File: config.mk
export PLATFORM = sky130hd
export DESIGN_NAME = lsu_beat_ctrl
export DESIGN_NICKNAME = d
export VERILOG_FILES = /design/src/rtl/lsu_beat_ctrl.sv
export SDC_FILE = /design/constraint.sdc
export NUM_CORES = 1
export LEC_CHECK = 0
export BUFFER_PORTS_ARGS = -buffer_cell sky130_fd_sc_hd__buf_2
export CAP_MARGIN = 0
export CORE_ASPECT_RATIO = 0.8
export CORE_MARGIN = 2
export CORE_UTILIZATION = 50
export CTS_CLUSTER_DIAMETER = 150
export DETAILED_ROUTE_END_ITERATION = 12
export PLACE_DENSITY = 0.76
export SETUP_SLACK_MARGIN = 0.15
export SYNTH_ARGS = -nofsm -noshare
export SYNTH_HDL_FRONTEND = slang
export SYNTH_SLANG_ARGS = --single-unit
File: constraint.sdc
create_clock -name clk -period 2.9 [get_ports clk]
set_input_delay 0.58 -clock clk [delete_from_list [all_inputs] [get_ports clk]]
set_output_delay 0.58 -clock clk [all_outputs]
set_load 0.01 [all_outputs]
File: src/rtl/lsu_beat_ctrl.sv
// Load/store access controller: handshaked FSM between the M-stage and the data bus,
// with lane alignment, sign/zero extension and two-beat splitting of boundary-crossing accesses.
module lsu_beat_ctrl #(
  parameter int DATA_W           = 32,
  parameter int ADDR_W           = 32,
  parameter bit ALLOW_MISALIGNED = 1'b1
) (
  input  logic                clk,
  input  logic                reset,
  input  logic                req_valid,
  output logic                req_ready,
  input  logic [3:0]          req_op,
  input  logic [ADDR_W-1:0]   req_addr,
  input  logic [DATA_W-1:0]   req_wdata,
  output logic                mem_req,
  output logic                mem_we,
  output logic [ADDR_W-1:0]   mem_addr,
  output logic [DATA_W/8-1:0] mem_byteen,
  output logic [DATA_W-1:0]   mem_wdata,
  input  logic                mem_ack,
  input  logic [DATA_W-1:0]   mem_rdata,
  output logic                resp_valid,
  output logic [DATA_W-1:0]   resp_rdata,
  output logic                resp_exc
);

  localparam int B     = DATA_W / 8;
  localparam int OFF_W = $clog2(B);
  localparam int IDX_W = $clog2(DATA_W);

  typedef enum logic [1:0] {IDLE, BEAT0, BEAT1, RESP} state_t;

  state_t state, state_next;

  logic [3:0]        op_q;
  logic [ADDR_W-1:0] addr_q;
  logic [DATA_W-1:0] wdata_q;
  logic [DATA_W-1:0] buf_lo;
  logic [DATA_W-1:0] buf_hi;
  logic              cross_q;
  logic              exc_q;

  logic [OFF_W-1:0]    req_off;
  logic [3:0]          req_n;
  logic                req_cross;
  logic                req_exc;
  logic                accept;

  logic [OFF_W-1:0]    off;
  logic [3:0]          n;
  logic [ADDR_W-1:0]   base_addr;
  logic [2*B-1:0]      mask_full;
  logic [2*DATA_W-1:0] wdata_full;
  logic [DATA_W-1:0]   load_raw;
  logic [DATA_W-1:0]   load_ext;
  logic [IDX_W-1:0]    sign_idx;
  logic                sign_bit;

  // Request classification, evaluated against the incoming address/op before latching.
  assign req_off   = req_addr[OFF_W-1:0];
  assign req_n     = 4'd1 << req_op[1:0];
  assign req_cross = (int'(req_off) + int'(req_n)) > B;
  assign req_exc   = (req_cross && !ALLOW_MISALIGNED) || ((req_op[1:0] == 2'd3) && (DATA_W == 32));
  assign accept    = (state == IDLE) && req_valid;

  assign off       = addr_q[OFF_W-1:0];
  assign n         = 4'd1 << op_q[1:0];
  assign base_addr = {addr_q[ADDR_W-1:OFF_W], {OFF_W{1'b0}}};

  // Double-width mask and data; the low half feeds BEAT0, the high half BEAT1.
  always_comb begin
    mask_full = '0;
    for (int i = 0; i < 2*B; i++) begin
      mask_full[i] = (i < int'(n));
    end
    mask_full  = mask_full << off;
    wdata_full = {{DATA_W{1'b0}}, wdata_q} << {off, 3'b000};
  end

  always_comb begin
    load_raw = DATA_W'({buf_hi, buf_lo} >> {off, 3'b000});
    sign_idx = IDX_W'(8 * int'(n) - 1);
    sign_bit = load_raw[sign_idx] & ~op_q[2];
    load_ext = '0;
    for (int i = 0; i < DATA_W; i++) begin
      load_ext[i] = (i < 8 * int'(n)) ? load_raw[i] : sign_bit;
    end
  end

  always_ff @(posedge clk) begin
    if (reset) begin
      state <= IDLE;
    end else begin
      state <= state_next;
    end
  end

  always_comb begin
    state_next = state;
    req_ready  = 1'b0;
    mem_req    = 1'b0;
    mem_we     = 1'b0;
    mem_addr   = '0;
    mem_byteen = '0;
    mem_wdata  = '0;
    resp_valid = 1'b0;
    resp_exc   = 1'b0;
    resp_rdata = '0;
    unique case (state)
      IDLE: begin
        req_ready = 1'b1;
        if (req_valid) begin
          state_next = req_exc ? RESP : BEAT0;
        end
      end
      BEAT0: begin
        mem_req    = 1'b1;
        mem_we     = op_q[3];
        mem_addr   = base_addr;
        mem_byteen = mask_full[B-1:0];
        mem_wdata  = wdata_full[DATA_W-1:0];
        if (mem_ack) begin
          state_next = cross_q ? BEAT1 : RESP;
        end
      end
      BEAT1: begin
        mem_req    = 1'b1;
        mem_we     = op_q[3];
        mem_addr   = base_addr + ADDR_W'(B);
        mem_byteen = mask_full[2*B-1:B];
        mem_wdata  = wdata_full[2*DATA_W-1:DATA_W];
        if (mem_ack) begin
          state_next = RESP;
        end
      end
      RESP: begin
        resp_valid = 1'b1;
        resp_exc   = exc_q;
        resp_rdata = (exc_q || op_q[3]) ? '0 : load_ext;
        state_next = IDLE;
      end
      default: state_next = IDLE;
    endcase
  end

  // Access context is frozen at acceptance so mem_* stay stable across wait states.
  always_ff @(posedge clk) begin
    if (reset) begin
      op_q    <= '0;
      addr_q  <= '0;
      wdata_q <= '0;
      cross_q <= 1'b0;
      exc_q   <= 1'b0;
      buf_lo  <= '0;
      buf_hi  <= '0;
    end else begin
      if (accept) begin
        op_q    <= req_op;
        addr_q  <= req_addr;
        wdata_q <= req_wdata;
        cross_q <= req_cross;
        exc_q   <= req_exc;
      end
      if (state == BEAT0 && mem_ack) begin
        buf_lo <= mem_rdata;
      end
      if (state == BEAT1 && mem_ack) begin
        buf_hi <= mem_rdata;
      end
    end
  end

endmodule

; ---- Yosys cells after proc, flatten, opt, wreduce, memory -nomap -nowiden
; Cells that the tools add are included.
[totals]
register_bits = 136
input_bits = 104
wordCells = 124
[classes]
addsub = 3
magnitude_cmp = 42
n_eq_ne = 7
shifts = 5
n_mux = 50
bitwise_logic = 2
n_reduce_logical = 7
[op_table]
columns = op, count
row1 = 32-bit case mux with 2 select lines, 2
row2 = "5-bit by 7-bit < comparator with 1-bit output, first input constant", 16
row3 = 32-bit 2-to-1 mux, 2
row4 = 32-bit by 5-bit << shifter with 64-bit output, 1
row5 = 64-bit by 5-bit >> shifter with 32-bit output, 1
row6 = "4-bit by 7-bit < comparator with 1-bit output, first input constant", 8
row7 = 1-bit 2-to-1 mux, 39
row8 = "32-bit by 3-bit adder with 32-bit output, second input constant", 1
row9 = "3-bit by 7-bit < comparator with 1-bit output, first input constant", 4
row10 = "3-bit by 4-bit < comparator with 1-bit output, first input constant", 4
row11 = "1-bit by 7-bit < comparator with 1-bit output, first input constant", 2
row12 = "2-bit by 7-bit < comparator with 1-bit output, first input constant", 2
row13 = "1-bit by 4-bit < comparator with 1-bit output, first input constant", 2
row14 = "2-bit by 4-bit < comparator with 1-bit output, first input constant", 2
row15 = 2-bit 2-to-1 mux, 4
row16 = 2-bit case mux with 4 select lines, 1
row17 = 4-bit case mux with 2 select lines, 1
row18 = "1-bit by 2-bit << shifter with 4-bit output, first input constant", 2
row19 = 8-bit by 2-bit << shifter with 8-bit output, 1
row20 = "2-bit equality test, second input constant", 3
row21 = "5-bit by 6-bit < comparator with 1-bit output, second input constant", 1
row22 = "2-bit != test, second input constant", 3
row23 = 2-bit by 4-bit adder with 5-bit output, 1
row24 = 1-bit binary-select mux with 5-bit select, 1
row25 = other kinds (10), 12

; ---- Longest topological paths before layout
; Gate-level depths: netlist (run 1).
[depth]
ltp_word = 8
ltp_mapped = 10
ltp_nobuf = 9

; ---- Least setup slack after synthesis (run 1)
; OpenSTA, ideal clock, no wires.
[synth_timing]
path_kind = reg2out
from = reg op_q[1]
to = out resp_rdata[31]
arrival_time_ns = 2.208
path_slack_ns = 0.112
stages_incl_launch_ff = 11
path_buffers = 3
cell_sequence = dfxtp_1 -> clkbuf_1 -> nor2_1 -> clkbuf_1 -> inv_1 -> ha_1 -> nor2_1 -> o211ai_1 -> or4_1 -> buf_2 -> o211ai_1
[synth_via]
elab_chain_len = 8
elab_cells_between_ends = 9
classes_between = add/sub (1) / order compare (1) / shift (1) / mux (5) / bitwise (1)
[synth_lines]
columns = element, line
row1 = "start, declared", 35  ; logic [3:0] op_q;
row2 = "start signal, assigned", 158  ; op_q <= req_op;
row3 = 1-bit by 2-bit << shifter with 4-bit output (*), 67  ; assign n = 4'd1 << op_q[1:0];
row4 = 5-bit by 1-bit subtractor with 5-bit output, 82  ; sign_idx = IDX_W'(8 * int'(n) - 1);
row5 = 1-bit binary-select mux with 5-bit select, 83  ; sign_bit = load_raw[sign_idx] & ~op_q[2];
row6 = 1-bit 2-to-1 mux (implied by the code), 83
row7 = 1-bit AND, 83
row8 = 1-bit 2-to-1 mux (*), 86  ; load_ext[i] = (i < 8 * int'(n)) ? load_raw[i] : sign_bit;
row9 = 32-bit 2-to-1 mux (*), 139  ; resp_rdata = (exc_q || op_q[3]) ? '0 : load_ext;
row10 = 32-bit 2-to-1 mux (*), 109  ; unique case (state)
row11 = "end, declared", 23  ; output logic [DATA_W-1:0] resp_rdata,
; Every way passes the cells marked *; elsewhere a longest branch is shown, timed or not. The select of a mux whose other input is x is not followed.

; ---- Final worst setup path (run 1)
; Ends and elaborated chain as after synthesis.

==> load_flow_metrics.sql, run 1 <==
INSERT INTO impl_metrics (metric_group, metric, value, unit) VALUES
('timing', 'timing.final.max_slew_violations', '0', ''),
('finish', 'fin_area', '0.0111', 'sq mm'),
('detailed_routing', 'vias', '9140', ''),
('clocking', 'htreeDepth', '4', ''),
('detailed_routing', 'routed_wirelength', '28200', 'um'),
('clocking', 'cts.reportedPaths.clkPinSlew', '60', 'ps'),
('clocking', 'clk_root_buffer_cell', 'clkbuf_16', ''),
('grt', 'grt_remaining_overflow', '0', ''),
('yosys', 'yosys-mux-area-fraction', '0.134', ''),
('setup_path', 'cell_class_contributing_the_biggest_share_of_worst_path_delay', 'simple AND/OR/NAND/NOR gates', ''),
('detailed_routing', 'detail_route.iter0.violations', '1020', ''),
('detailed_routing', 'drt_drc_violations_left', '0', ''),
('yosys', 'synth.top_cells.by_count', 'nand2_1 (326), a21oi_1 (152), dfxtp_1 (128), nor2_1 (72), clkbuf_1 (59)', ''),
('timing', 'skew', '5.34', 'ps'),
('yosys', 'post_synth_xor_area_fraction', '0.00666', ''),
('yosys', 'synth_seq_cells', '128', ''),
('die', 'top_level_ports', '209', ''),
('grt', 'grt.total_usage', '0.309', ''),
('timing', 'fmax', '329', 'MHz'),
('grt', 'grt_max_degree', '55', ''),
('yosys', 'synth_adder_area_share', '0.0168', ''),
('yosys', 'primary_flip_flop_cell_chosen_by_synthesis_mapping', 'dfxtp_1', ''),
('clocking', 'cts-buffers-inserted', '17', ''),
('setup_path', 'cell_by_cell_trace_of_the_critical_path', 'inv_2, nand2_4, ha_4, nor2_4, o211ai_1, buf_4, or4_4, o211ai_1, buf_2', ''),
('placed_design', 'detailed_place.area', '0.00916', 'sq mm'),
('die', 'dieArea', '0.0168', 'sq mm'),
('setup_path', 'timing.setup.critical_path_class', 'reg -> out', ''),
('setup_path', 'critPathMaxStageDelay', '510', 'ps'),
('run_status', 'status', 'finished with violations', ''),
('grt', 'grt_first_pass_wirelength', '40600', 'um'),
('yosys', 'synth_warnings', '0', ''),
('timing', 'hold_violations', '0', ''),
('clocking', 'clk_path_buf_depth', '2', ''),
('clocking', 'cts_tree', 'done', ''),
('yosys', 'post_synthesis_simple_gate_area_fraction', '0.264', ''),
('min_path', 'hold_class', 'in -> reg', ''),
('yosys', 'async_set_or_reset_flop_fraction_in_the_synthesized_netlist', '0', ''),
('setup_path', 'timing.critical_path.fanout_max', '8', ''),
('setup_path', 'setup.worst_path.start_class', 'flip-flop', ''),
('run_status', 'failing_checks', 'negative setup slack', ''),
('timing', 'rsz_0062_raised_after_global_routing', 'yes', ''),
('timing', 'final.period_utilization', '1.05', ''),
('finish', 'num-nets-final', '1406', ''),
('pwr', 'p_leak', '4.51', 'nW'),
('timing', 'timing.setup.tns', '-1380', 'ps'),
('die', 'die_width', '144', 'um'),
('clocking', 'clock_insertion_delay_worst_skew', '430', 'ps'),
('clocking', 'cts_num_sinks', '128', ''),
('timing', 'finalSetupViolCount', '26', ''),
('timing', 'final.setup.worst_slack', '-137', 'ps'),
('setup_path', 'crit_buf_inv', '3', ''),
('finish', 'area_growth_syn_to_layout', '40.5', '%'),
('die', 'initial_core_util', '0.506', ''),
('timing', 'minimum_period_implied_by_the_final_worst_setup_slack', '3040', 'ps'),
('die', 'die_h', '116', 'um'),
('setup_path', 'end_kind', 'primary output', ''),
('yosys', 'post_synth_main_area_contributors', 'dfxtp_1 (32%), nand2_1 (16%), a21oi_1 (9.6%)', ''),
('finish', 'post-route-util', '0.710', ''),
('detailed_routing', 'routed_wire_length_per_instance', '18.5', 'um'),
('timing', 'max-slew-margin-rel', '0.593', ''),
('yosys', 'synth_compound_gate_area_share', '0.199', ''),
('yosys', 'synth_edf_count', '0', ''),
('yosys', 'synth_largest_type_area_fraction', '0.325', ''),
('detailed_routing', 'detail-route-antenna-nets', '0', ''),
('grt', 'grt_pass1_vias', '7777', ''),
('detailed_routing', 'dr.pass1.iters', '6', ''),
('setup_path', 'crit_required', '2320', 'ps'),
('placed_design', 'hpwl', '17300', 'um'),
('yosys', 'synth_most_common_cell', 'nand2_1', ''),
('timing', 'worst_slew_pin_slew', '611', 'ps'),
('yosys', 'synth-seq-area-share', '0.325', '');
repair_timing:
| action | 4_1_cts | 5_1_grt |
|---|---|---|
| setup endpoints to repair | 93 | 74 |
| pin swaps | 27 | 38 |
| setup buffers | 13 | 27 |
| cloned | 2 | 2 |
| hold buffers | 0 | 0 |
| gates resized for setup | 103 | 121 |
cell families after synthesis:
| group | count (synthesis) |
|---|---|
| AOI/OAI and AO/OA | 266 |
| xor gates and xnor gates | 6 |
| adders and majority gates | 10 |
| buffers and inverters | 104 |
| DFF | 128 |
| muxes | 68 |
| other | 1 |
| and+or+nand+nor | 489 |
metal layers:
layer	vias to the layer above	part of all wire	global-route usage
met1	4279	0.42	0.441
met3	98	0.10	0.0599
met2	578	0.45	0.472
met4	0	0.032	0.102
li1	4185	-	-
met5	-	0	0
tightest hold or removal path, cell delays in order:
cell,delay [ps]
buf_2,100
nand2_1,40
a21oi_1,50
layout make-up:
class / instances / area (sq um)
Timing Repair Buffer: 286 / 2000
Multi-Input combinational cell: 841 / 5490
Inverter: 18 / 77.6
Tap cell: 215 / 269
Fill cell: 1237 / 4520
Clock inverter: 13 / 160
Sequential cell: 128 / 2630
Clock buffer: 19 / 453
Antenna cell: 3 / 7.51
final timing paths:
check / from / endpoint / slack, ps / depth (start not counted)
worst max register to register: state[1] / buf_lo[24] / 1170 / 7
worst max-delay path: op_q[1] / resp_rdata[31] / -140 / 9
worst min-delay path: req_addr[24] / addr_q[24] / 380 / 3
worst min register to register: buf_lo[2] / buf_lo[2] / 460 / 2
through the flow:
stage | cells | hold WS, ps | worst slack [ps]
3_3_place_gp | 1444 | 442 | 294
2_1_floorplan | 1073 | 433 | 211
4_1_cts | 1491 | 371 | 3.07
5_1_grt | 1522 | 374 | -211
6_report | 1523 | 377 | -137
3_5_place_dp | 1444 | 448 | 247
power breakdown:
group	switching, mW	leakage (nW)	internal [mW]
registers	0.333	1.06	2.04
logic	1.83	3.15	1.24
clock network	0.856	0.300	1.40
flip-flops by register name, indices dropped and copies added, names as in the netlist:
register  count
wdata_q      32
buf_lo       32
state         2
op_q          4
addr_q       32
buf_hi       24
cross_q       1
exc_q         1
cell usage in the layout (no fill, tap or decap), types with 18 or more instances in the layout:
cell       instances
nor2_1            61
mux4_2            29
mux2i_1           26
a21oi_1          151
clkbuf_16         18
buf_2            180
o21ai_0           28
dfxtp_1          102
nand2_1          308
buf_4             59
buf_6             38
No activity file was read; power rests on OpenSTA's default activity.
==> run 2, diff against run 1 <==
--- a/config.mk
+++ b/config.mk
@@ -7,8 +7,6 @@
 export LEC_CHECK = 0
 export BUFFER_PORTS_ARGS = -buffer_cell sky130_fd_sc_hd__buf_2
 export CAP_MARGIN = 0
-export CORE_ASPECT_RATIO = 0.8
-export CORE_MARGIN = 2
 export CORE_UTILIZATION = 50
 export CTS_CLUSTER_DIAMETER = 150
 export DETAILED_ROUTE_END_ITERATION = 12
@@ -17,3 +15,4 @@
 export SYNTH_ARGS = -nofsm -noshare
 export SYNTH_HDL_FRONTEND = slang
 export SYNTH_SLANG_ARGS = --single-unit
+export TNS_END_PERCENT = 30
==> run 2 against run 1 <==
Cell count decreased by 2.3%. Routed wire length down 7.7%. The run now ends clean. Largest cell class unchanged. Utilization fell by 3.1 points. Combinational power shrank 11%. Non-clock buffer count down 26. Critical endpoint is now resp_rdata[24]. Critical path type unchanged.
==> load_flow_metrics.sql, run 2 (synthesized netlist as in run 1, its figures left out) <==
INSERT INTO impl_metrics (metric_group, metric, value, unit) VALUES
('timing', 'timing.setup.tns', '0', 'ps'),
('clocking', 'cts.reportedPaths.clkPinSlew', '60', 'ps'),
('setup_path', 'end_kind', 'primary output', ''),
('placed_design', 'globalplace.congestion', '0.930', ''),
('grt', 'grt_max_degree', '66', ''),
('grt', 'grt_remaining_overflow', '0', ''),
('detailed_routing', 'vias', '8820', ''),
('pwr', 'power.switching_fraction', '0.383', ''),
('die', 'die_width', '128', 'um'),
('setup_path', 'worst-endpoint-arrival', '2310', 'ps'),
('pwr', 'worst_ir_drop_vdd', '0.539', 'mV'),
('min_path', 'hold_class', 'in -> reg', ''),
('timing', 'finalSetupViolCount', '0', ''),
('pwr', 'p_clk_frac', '0.295', ''),
('clocking', 'clk_path_buf_depth', '2', ''),
('finish', 'antenna_cells', '0', ''),
('clocking', 'htreeDepth', '4', ''),
('clocking', 'clock_insertion_delay_worst_skew', '430', 'ps'),
('clocking', 'cts_num_sinks', '128', ''),
('finish', 'area_growth_syn_to_layout', '32.0', '%'),
('grt', 'grt_first_pass_wirelength', '40800', 'um'),
('job', 'maxCapViolCount', '0', ''),
('detailed_routing', 'detail_route.iter0.violations', '858', ''),
('detailed_routing', 'viasPerCell', '5.93', ''),
('finish', 'num-nets-final', '1380', ''),
('clocking', 'cts-buffers-inserted', '17', ''),
('pwr', 'seq_power_share', '0.327', ''),
('pwr', 'p_leak', '4.26', 'nW'),
('placed_design', 'number_of_port_buffers', '206', ''),
('grt', 'grt_antenna_before_repair', '0', ''),
('timing', 'fmax', '345', 'MHz'),
('detailed_routing', 'drt_drc_violations_left', '0', ''),
('pwr', 'total_switching_power', '2.79', 'mW'),
('pwr', 'combinational_power_share', '0.378', ''),
('setup_path', 'timing.critical_path.fanout_max', '7', ''),
('finish', 'reg_top3', 'addr_q x32, buf_lo x32, wdata_q x32', ''),
('grt', 'grt_pass1_vias', '7943', ''),
('finish', 'drive_gt1_frac', '0.328', ''),
('pwr', 'power_report.internal_total', '4.48', 'mW'),
('placed_design', 'hpwl', '17400', 'um'),
('placed_design', 'cell_count_after_placement', '1441', ''),
('finish', 'post-route-util', '0.680', ''),
('clocking', 'cts_tree', 'done', ''),
('die', 'fp-row-count', '45', ''),
('detailed_routing', 'dr.pass1.iters', '8', ''),
('detailed_routing', 'routed_wirelength', '26100', 'um'),
('timing', 'final.period_utilization', '0.998', ''),
('pwr', 'power.density', '698', 'mW/mm^2'),
('setup_path', 'timing.setup.critical_path_class', 'reg -> out', ''),
('timing', 'hold_violations', '0', ''),
('finish', 'final_common_cell', 'nand2_1', ''),
('grt', 'grt.total_usage', '0.320', ''),
('setup_path', 'crit_required', '2320', 'ps'),
('setup_path', 'setup.worst_path.start_class', 'flip-flop', ''),
('finish', 'final_cell_mix', 'nand2_1 (322), buf_2 (197), a21oi_1 (150)', ''),
('die', 'initial_core_util', '0.515', ''),
('run_status', 'status', 'completed', ''),
('die', 'top_level_ports', '209', ''),
('detailed_routing', 'routed_wire_length_per_instance', '17.5', 'um'),
('timing', 'hold_slack_final', '385', 'ps'),
('die', 'core-area', '0.0153', 'sq mm'),
('timing', 'timing.final.max_slew_violations', '0', ''),
('timing', 'rsz_0062_raised_after_global_routing', 'yes', ''),
('timing', 'skew', '6.02', 'ps'),
('detailed_routing', 'detail-route-antenna-nets', '0', ''),
('die', 'die_h', '128', 'um'),
('finish', 'instances_no_fill', '1488', ''),
('die', 'dieArea', '0.0163', 'sq mm'),
('timing', 'minimum_period_implied_by_the_final_worst_setup_slack', '2890', 'ps'),
('clocking', 'clk_root_buffer_cell', 'clkbuf_16', '');
==> run 2: cell types whose count changed in the layout (fill, tap and decap cells not counted), sizes merged <==
cell and change:
clkinv -2, diode -3, clkinvlp -4, buf -23, bufbuf -2, clkbuf +3
==> run 2: worst paths after layout <==
check | start | to | slack, ps | depth (start not counted)
worst max-delay path | op_q[1] | resp_rdata[24] | 5 | 8
worst min-delay path | req_addr[4] | addr_q[4] | 380 | 3
worst max register to register | state[0] | op_q[0] | 1150 | 6
worst min register to register | buf_hi[19] | buf_hi[19] | 460 | 2
==> run 2: through the flow <==
| step | worst slack [ps] | power (mW) | instance area [sq um] |
|---|---|---|---|
| global route | -73.1 | 7.66 | 10400 |
| CTS | -10.7 | 7.10 | 10200 |
| detailed placement | 274 | 4.76 | 9170 |
| floorplan | 211 | 3.94 | 7890 |
| finish | 5.11 | 7.27 | 10400 |
| global placement | 329 | 4.70 | 9170 |
==> run 2: power by group through the flow <==
stage / Combinational (mW) / Clock (mW) / Sequential, mW
after global routing: 3.00 / 2.24 / 2.42
after floorplan: 1.70 / 0 / 2.24
final: 2.75 / 2.14 / 2.38
after detailed placement: 2.41 / 0 / 2.34
after global placement: 2.37 / 0 / 2.33
after CTS: 2.59 / 2.17 / 2.34
==> run 2: repair_timing <==
action                     CTS  global route
resized for setup           93            48
setup endpoints to repair   77            68
hold buffers                 0             0
pin swaps                   32            24
setup buffers               13             4
==> run 2: final cells by class <==
type / count / area (sq um)
Timing Repair Buffer: 260 / 1610
Clock buffer: 23 / 468
Tap cell: 211 / 264
Sequential cell: 128 / 2610
Clock inverter: 7 / 110
Fill cell: 1292 / 4910
Multi-Input combinational cell: 841 / 5270
Inverter: 18 / 72.6
==> run 2: worst max-delay path, cell delays in order (launching register included) <==
cell	delay [ps]
dfxtp_4	370
buf_6	130
or3_4	350
a311o_1	330
nor2_4	220
nand3_4	120
buf_12	160
nand3_2	80
buf_6	110
==> run 2: metal layers <==
layer,share of wire,GRT usage,wire (um),vias to the layer above
met5,0,0,0,-
met4,0.028,0.131,719,0
met3,0.10,0.0653,2610,62
met2,0.46,0.498,12000,507
met1,0.41,0.434,10800,4119
li1,-,-,-,4132
